==> src/rtl/ldm_stm_sequencer_if.sv <==
// Handshake/bus bundle for the LDM/STM sequencer: command from decode,
// data-memory beat port and register-file read/write ports.
interface ldm_stm_sequencer_if #(
    parameter int ADDR_W = 32,
    parameter int DATA_W = 32
);
    // command side
    logic              start;
    logic [15:0]       reg_list;
    logic [ADDR_W-1:0] base_addr;
    logic [3:0]        base_reg;
    logic              is_load;
    logic              up;
    logic              pre;
    logic              writeback;
    // memory side
    logic              mem_ready;
    logic [DATA_W-1:0] mem_rdata;
    logic [ADDR_W-1:0] mem_addr;
    logic              mem_rd;
    logic              mem_wr;
    // register-file side
    logic [3:0]        rf_r_addr;
    logic [3:0]        rf_w_addr;
    logic [DATA_W-1:0] rf_w_data;
    logic              rf_w_en;
    // status
    logic              busy;
    logic              done;

    // sequencer side: owns the memory beat and the regfile ports
    modport master (
        input  start, reg_list, base_addr, base_reg, is_load, up, pre, writeback,
        input  mem_ready, mem_rdata,
        output mem_addr, mem_rd, mem_wr, rf_r_addr, rf_w_addr, rf_w_data, rf_w_en,
        output busy, done
    );

    // environment side: decode/execute, memory and register file
    modport slave (
        output start, reg_list, base_addr, base_reg, is_load, up, pre, writeback,
        output mem_ready, mem_rdata,
        input  mem_addr, mem_rd, mem_wr, rf_r_addr, rf_w_addr, rf_w_data, rf_w_en,
        input  busy, done
    );
endinterface

==> src/rtl/ldm_stm_sequencer.sv <==
// LDM/STM block-transfer sequencer. Walks the register list lowest register
// first at ascending word addresses, one register per memory beat, then
// optionally writes the updated base back to Rn.
module ldm_stm_sequencer #(
    parameter int ADDR_W = 32,
    parameter int DATA_W = 32
) (
    input  logic                 clk,
    input  logic                 rst,
    ldm_stm_sequencer_if.master  bus
);

    typedef enum logic [1:0] {IDLE, XFER, WB, DONE} state_t;

    // command fields held for the whole transfer
    typedef struct packed {
        logic [3:0]        base_reg;
        logic              is_load;
        logic              do_wb;
        logic [ADDR_W-1:0] wb_val;
    } cmd_t;

    state_t            state;
    cmd_t              cmd;
    logic [15:0]       mask_q;
    logic [ADDR_W-1:0] addr_q;

    logic [4:0]        n_regs;
    logic [ADDR_W-1:0] four_n;
    logic [ADDR_W-1:0] start_addr;
    logic [ADDR_W-1:0] wb_val;
    logic [3:0]        cur;
    logic [15:0]       mask_next;
    logic              in_xfer;
    logic              in_wb;
    logic              ld_beat;

    // number of registers in the incoming list
    always_comb begin
        n_regs = '0;
        for (int i = 0; i < 16; i++)
            n_regs = n_regs + 5'(bus.reg_list[i]);
    end

    assign four_n = ADDR_W'({n_regs, 2'b00});
    assign wb_val = bus.up ? bus.base_addr + four_n : bus.base_addr - four_n;

    // lowest word address of the block; the walk always ascends from here
    always_comb begin
        case ({bus.up, bus.pre})
            2'b10:   start_addr = bus.base_addr;
            2'b11:   start_addr = bus.base_addr + ADDR_W'(4);
            2'b00:   start_addr = bus.base_addr - four_n + ADDR_W'(4);
            default: start_addr = bus.base_addr - four_n;
        endcase
    end

    // current register: lowest set bit still pending
    always_comb begin
        cur = '0;
        for (int i = 15; i >= 0; i--)
            if (mask_q[i]) cur = 4'(i);
    end

    // clearing the lowest set bit retires the current register
    assign mask_next = mask_q & (mask_q - 16'd1);

    // transfer state machine
    always_ff @(posedge clk) begin
        if (rst) begin
            state  <= IDLE;
            cmd    <= '0;
            mask_q <= '0;
            addr_q <= '0;
        end else begin
            case (state)
                IDLE: if (bus.start) begin
                    cmd.base_reg <= bus.base_reg;
                    cmd.is_load  <= bus.is_load;
                    // a loaded base value takes priority over writeback
                    cmd.do_wb    <= bus.writeback &&
                                    !(bus.is_load && bus.reg_list[bus.base_reg]);
                    cmd.wb_val   <= wb_val;
                    mask_q       <= bus.reg_list;
                    addr_q       <= start_addr;
                    state        <= (bus.reg_list == '0) ? DONE : XFER;
                end
                XFER: if (bus.mem_ready) begin
                    mask_q <= mask_next;
                    addr_q <= addr_q + ADDR_W'(4);
                    if (mask_next == '0)
                        state <= cmd.do_wb ? WB : DONE;
                end
                WB:      state <= DONE;
                default: state <= IDLE;
            endcase
        end
    end

    assign in_xfer = (state == XFER);
    assign in_wb   = (state == WB);
    assign ld_beat = in_xfer && cmd.is_load;

    // port drive: everything is forced low outside XFER/WB so a reset or
    // idle sequencer never leaves a strobe or stale address on the buses
    assign bus.mem_addr  = in_xfer ? addr_q : '0;
    assign bus.mem_rd    = ld_beat;
    assign bus.mem_wr    = in_xfer && !cmd.is_load;
    assign bus.rf_r_addr = in_xfer ? cur : '0;
    assign bus.rf_w_en   = (ld_beat && bus.mem_ready) || in_wb;
    assign bus.rf_w_addr = in_wb ? cmd.base_reg : (ld_beat ? cur : '0);
    assign bus.rf_w_data = in_wb ? DATA_W'(cmd.wb_val) : (ld_beat ? bus.mem_rdata : '0);
    assign bus.busy      = (state != IDLE);
    assign bus.done      = (state == DONE);

endmodule

==> src/flat_wrapper.sv <==
// flat-port wrapper written by rule: the top's interface ports become plain ports
module ldm_stm_sequencer_flat 
#(
    parameter int ADDR_W = 32,
    parameter int DATA_W = 32
)
  (clk, rst, bus_start, bus_reg_list, bus_base_addr, bus_base_reg, bus_is_load, bus_up, bus_pre, bus_writeback, bus_mem_ready, bus_mem_rdata, bus_mem_addr, bus_mem_rd, bus_mem_wr, bus_rf_r_addr, bus_rf_w_addr, bus_rf_w_data, bus_rf_w_en, bus_busy, bus_done);
  ldm_stm_sequencer_if #(.ADDR_W(ADDR_W), .DATA_W(DATA_W)) bus_i ();
  input  logic clk;
  input  logic rst;
  input wire logic [$bits(bus_i.start)-1:0] bus_start;
  input wire logic [$bits(bus_i.reg_list)-1:0] bus_reg_list;
  input wire logic [$bits(bus_i.base_addr)-1:0] bus_base_addr;
  input wire logic [$bits(bus_i.base_reg)-1:0] bus_base_reg;
  input wire logic [$bits(bus_i.is_load)-1:0] bus_is_load;
  input wire logic [$bits(bus_i.up)-1:0] bus_up;
  input wire logic [$bits(bus_i.pre)-1:0] bus_pre;
  input wire logic [$bits(bus_i.writeback)-1:0] bus_writeback;
  input wire logic [$bits(bus_i.mem_ready)-1:0] bus_mem_ready;
  input wire logic [$bits(bus_i.mem_rdata)-1:0] bus_mem_rdata;
  output wire logic [$bits(bus_i.mem_addr)-1:0] bus_mem_addr;
  output wire logic [$bits(bus_i.mem_rd)-1:0] bus_mem_rd;
  output wire logic [$bits(bus_i.mem_wr)-1:0] bus_mem_wr;
  output wire logic [$bits(bus_i.rf_r_addr)-1:0] bus_rf_r_addr;
  output wire logic [$bits(bus_i.rf_w_addr)-1:0] bus_rf_w_addr;
  output wire logic [$bits(bus_i.rf_w_data)-1:0] bus_rf_w_data;
  output wire logic [$bits(bus_i.rf_w_en)-1:0] bus_rf_w_en;
  output wire logic [$bits(bus_i.busy)-1:0] bus_busy;
  output wire logic [$bits(bus_i.done)-1:0] bus_done;
  assign bus_i.start = bus_start;
  assign bus_i.reg_list = bus_reg_list;
  assign bus_i.base_addr = bus_base_addr;
  assign bus_i.base_reg = bus_base_reg;
  assign bus_i.is_load = bus_is_load;
  assign bus_i.up = bus_up;
  assign bus_i.pre = bus_pre;
  assign bus_i.writeback = bus_writeback;
  assign bus_i.mem_ready = bus_mem_ready;
  assign bus_i.mem_rdata = bus_mem_rdata;
  assign bus_mem_addr = bus_i.mem_addr;
  assign bus_mem_rd = bus_i.mem_rd;
  assign bus_mem_wr = bus_i.mem_wr;
  assign bus_rf_r_addr = bus_i.rf_r_addr;
  assign bus_rf_w_addr = bus_i.rf_w_addr;
  assign bus_rf_w_data = bus_i.rf_w_data;
  assign bus_rf_w_en = bus_i.rf_w_en;
  assign bus_busy = bus_i.busy;
  assign bus_done = bus_i.done;
  ldm_stm_sequencer #(.ADDR_W(ADDR_W), .DATA_W(DATA_W)) u_core (.clk(clk), .rst(rst), .bus(bus_i));
endmodule
==> config.mk <==
export PLATFORM = sky130hd
export DESIGN_NAME = ldm_stm_sequencer_flat
export DESIGN_NICKNAME = d
export VERILOG_FILES = /design/src/rtl/ldm_stm_sequencer_if.sv /design/src/rtl/ldm_stm_sequencer.sv /design/src/flat_wrapper.sv
export SDC_FILE = /design/constraint.sdc
export NUM_CORES = 1
export LEC_CHECK = 0
export ABC_AREA = 1
export CAP_MARGIN = 10
export CORE_UTILIZATION = 35
export DETAILED_ROUTE_END_ITERATION = 12
export GPL_ROUTABILITY_DRIVEN = 0
export GPL_TIMING_DRIVEN = 0
export SETUP_SLACK_MARGIN = 0.4
export SLEW_MARGIN = 40
export SYNTH_ARGS = -nofsm -noshare
export SYNTH_HDL_FRONTEND = slang
export SYNTH_SLANG_ARGS = --single-unit
==> constraint.sdc <==
create_clock -name clk -period 14.8 [get_ports clk]
set_clock_uncertainty 0.15 [all_clocks]
set_input_delay 1.48 -clock clk [delete_from_list [all_inputs] [get_ports clk]]
set_output_delay 1.48 -clock clk [all_outputs]
set_load 0.005 [all_outputs]
==> flow_summary.yaml <==
timing:
  final_hold_viol_count: 0
  rsz0062_at_grt: "false"
  hold_ws_ns: 0.310
  max_freq_ghz: 0.126
  finalCritPeriodShare_pct: 53.7
  final.min_clock_period_ns: 7.95
  finalSetupTns_ns: 0
  maxSlewViolCount: 0
  slew-limit-headroom_pct: 43.6
  setup_ws_ns: 6.85
  tightest_slew_ns: 0.846
  setup_viol: 0
setup_path:
  cp_data_required_time_ns: 14.94
  slowest_delay_ns: 0.56
  r2r_cells: 11
  critPathMaxFanout: 5
  r2r_slack_ns: 11.54
  worstSetupStartpointType: "input pin"
  path_common_cell: "nand2_1"
  reg2reg_from: "u_core.state[1]"
  cp_slowest_cell: "clkdlybuf4s50_1"
  end_kind: "flip-flop"
  worstPathArrival_ns: 8.10
  worstReg2RegEnd: "u_core.mask_q[0]"
  crit_type: "in2reg"
floorplanning:
  fp-row-count: 62
  core_sq_um: 28900
  die_area_sq_um: 30200
  die_w_um: 174
  initial_utilization_pct: 35.8
  die_y_um: 174
  pin_count: 169
global_routing:
  grt_pass1_wl_um: 63700
  antenna_found_initial: 0
  overflow: 0
  use_met3_pct: 3.98
  grt_use_met1_pct: 35.4
  grt_max_degree: 15
  grt.busiest_layer: "met2"
  grt_pass1_vias: 11800
  grtUsageTotal_pct: 26.9
  grt_use_met2_pct: 43.8
run_status:
  outcome: "complete, no violations"
clocking:
  tritoncts: "yes"
  ctsHoldBuffers: 0
  htreeDepth: 3
  cts-root-buf: "clkbuf_16"
  cts_buffers: 9
  cts_setup_buffers: 0
  cts_num_sinks: 88
  cts_resized: 0
  clkLatencyLatePin_ns: 0.36
  clock_tree.buffer_depth: 2
  clkSlewWorstSetupHoldPaths_ns: 0.07
route:
  routedWlPerCell_um: 17.6
  routed_wl_um: 41500
  drtPass1Iterations: 6
  num_vias: 13000
  drt_iter0_drc: 1265
  drc: 0
  avgViaCountPerCell: 5.49
  ant_nets: 0
power:
  power_density_nw_per_um2: 154
  peakVddDrop_mv: 0.0867
  p_leak_nw: 5.65
logic_synthesis:
  synth.avg_cell_area_sq_um: 5.72
  syn_nets: 1938
  synth_warnings: 0
  synth_edf_count: 0
  yosysSeqAreaShare_pct: 17.0
  netlist_area_sq_um: 10300
  netlist_instances: 1807
  async_reset_ff_share_pct: 0
  synthFlopType: "dfxtp_1"
  synth_cell_types: 50
  ys_seq_elements: 88
worst_hold_path:
  hold_start: "u_core.addr_q[1]"
  min_to: "u_core.addr_q[1]"
  hold_path.class: "reg2reg"
  hold_depth: 2
cells_and_area:
  fillers: 3143
  post-route-util_pct: 44.1
  final_common_cell: "nand2_1"
  seqCellArea_sq_um: 1760
  antenna_cells: 0
  layout.nets: 2106
  drive_above_1_share_pct: 7.88
  area_growth_syn_to_layout_pct: 23.1
  final_cell_mix: "nand2_1, inv_1, a21oi_1"
  multi_input_area_sq_um: 7260
placed_design:
  dp_slack_ns: 6.53
  dp_hpwl_um: 34000
  port_buffers: 157
job:
  cap_viol_max_count: 0
==> worst max-delay path, delay by kind of cell <==
kind | cells | cell delay [ns]
adders and majority gates | 8 | 3.37
and+or+nand+nor | 17 | 2.18
buffers and inverters | 4 | 0.80
AOI/OAI and AO/OA | 2 | 0.26
==> power by group <==
group | switching (mW) | internal [mW]
logic | 0.841 | 0.437
registers | 0.0888 | 0.327
clock network | 0.105 | 0.165
total | 1.04 | 0.929
==> state kept, by name (all words and copies together) (netlist names) <==
signal / cells
u_core.addr_q: 32
u_core.mask_q: 16
u_core.state: 2
u_core.cmd: 38
==> worst max-delay path by stage <==
stage	from	to	slack [ns]	cells past startpoint
finish	bus_reg_list[1]	u_core.addr_q[30]	6.85	31
global placement	bus_reg_list[1]	u_core.cmd[21]	6.58	27
CTS	bus_reg_list[1]	u_core.addr_q[30]	6.91	31
floorplan	bus_reg_list[1]	u_core.addr_q[30]	7.81	27
global route	bus_reg_list[1]	u_core.cmd[21]	6.47	27
detailed placement	bus_reg_list[1]	u_core.addr_q[30]	6.53	31
==> stage by stage <==
stage | instance area [sq um] | cells | power, mW
CTS | 12700 | 2363 | 1.95
detailed placement | 12400 | 2348 | 1.68
global placement | 12400 | 2348 | 1.67
floorplan | 10300 | 1807 | 1.22
finish | 12700 | 2363 | 1.96
global route | 12700 | 2363 | 2.12
==> layout make-up <==
class	instances	share of cell area, %
Sequential cell	88	13.8
Buffer	89	3.19
Clock inverter	5	0.835
Multi-Input combinational cell	1387	57.0
Timing Repair Buffer	157	12.3
Clock buffer	10	1.80
Tap cell	384	3.77
Inverter	243	7.18
==> per-layer routing <==
layer,vias to the layer above,wire length [um]
li1,6272,-
met1,6006,17900
met2,586,18700
met3,105,3210
met4,0,1700
met5,-,0
==> Yosys cell counts, types with 10 or more instances <==
cell / n / area [sq um]
nand2_1: 489 / 1840
inv_1: 221 / 830
a21oi_1: 160 / 801
nand3_1: 153 / 766
nor2_1: 139 / 522
o21ai_0: 113 / 566
dfxtp_1: 88 / 1760
clkbuf_1: 65 / 244
o211ai_1: 40 / 300
nand4_1: 38 / 238
ha_1: 27 / 338
nand2_2: 27 / 169
nor3_1: 25 / 125
nor2_2: 20 / 125
nor2_4: 18 / 203
a31oi_1: 16 / 100
inv_2: 15 / 56.3
o21ai_1: 14 / 70.1
xor2_1: 14 / 123
fa_1: 12 / 240
nand3_2: 11 / 110
nor4_1: 11 / 68.8
buf_2: 10 / 50.1
==> cell families after synthesis <==
group                      synth area share, %
and+or+nand+nor                           42.6
AOI/OAI and AO/OA                         20.5
buffers and inverters                     12.8
DFF                                       17.0
adders and majority gates                 5.59
xor gates and xnor gates                  1.52
Note: power is estimated with default switching activity, not from simulation.
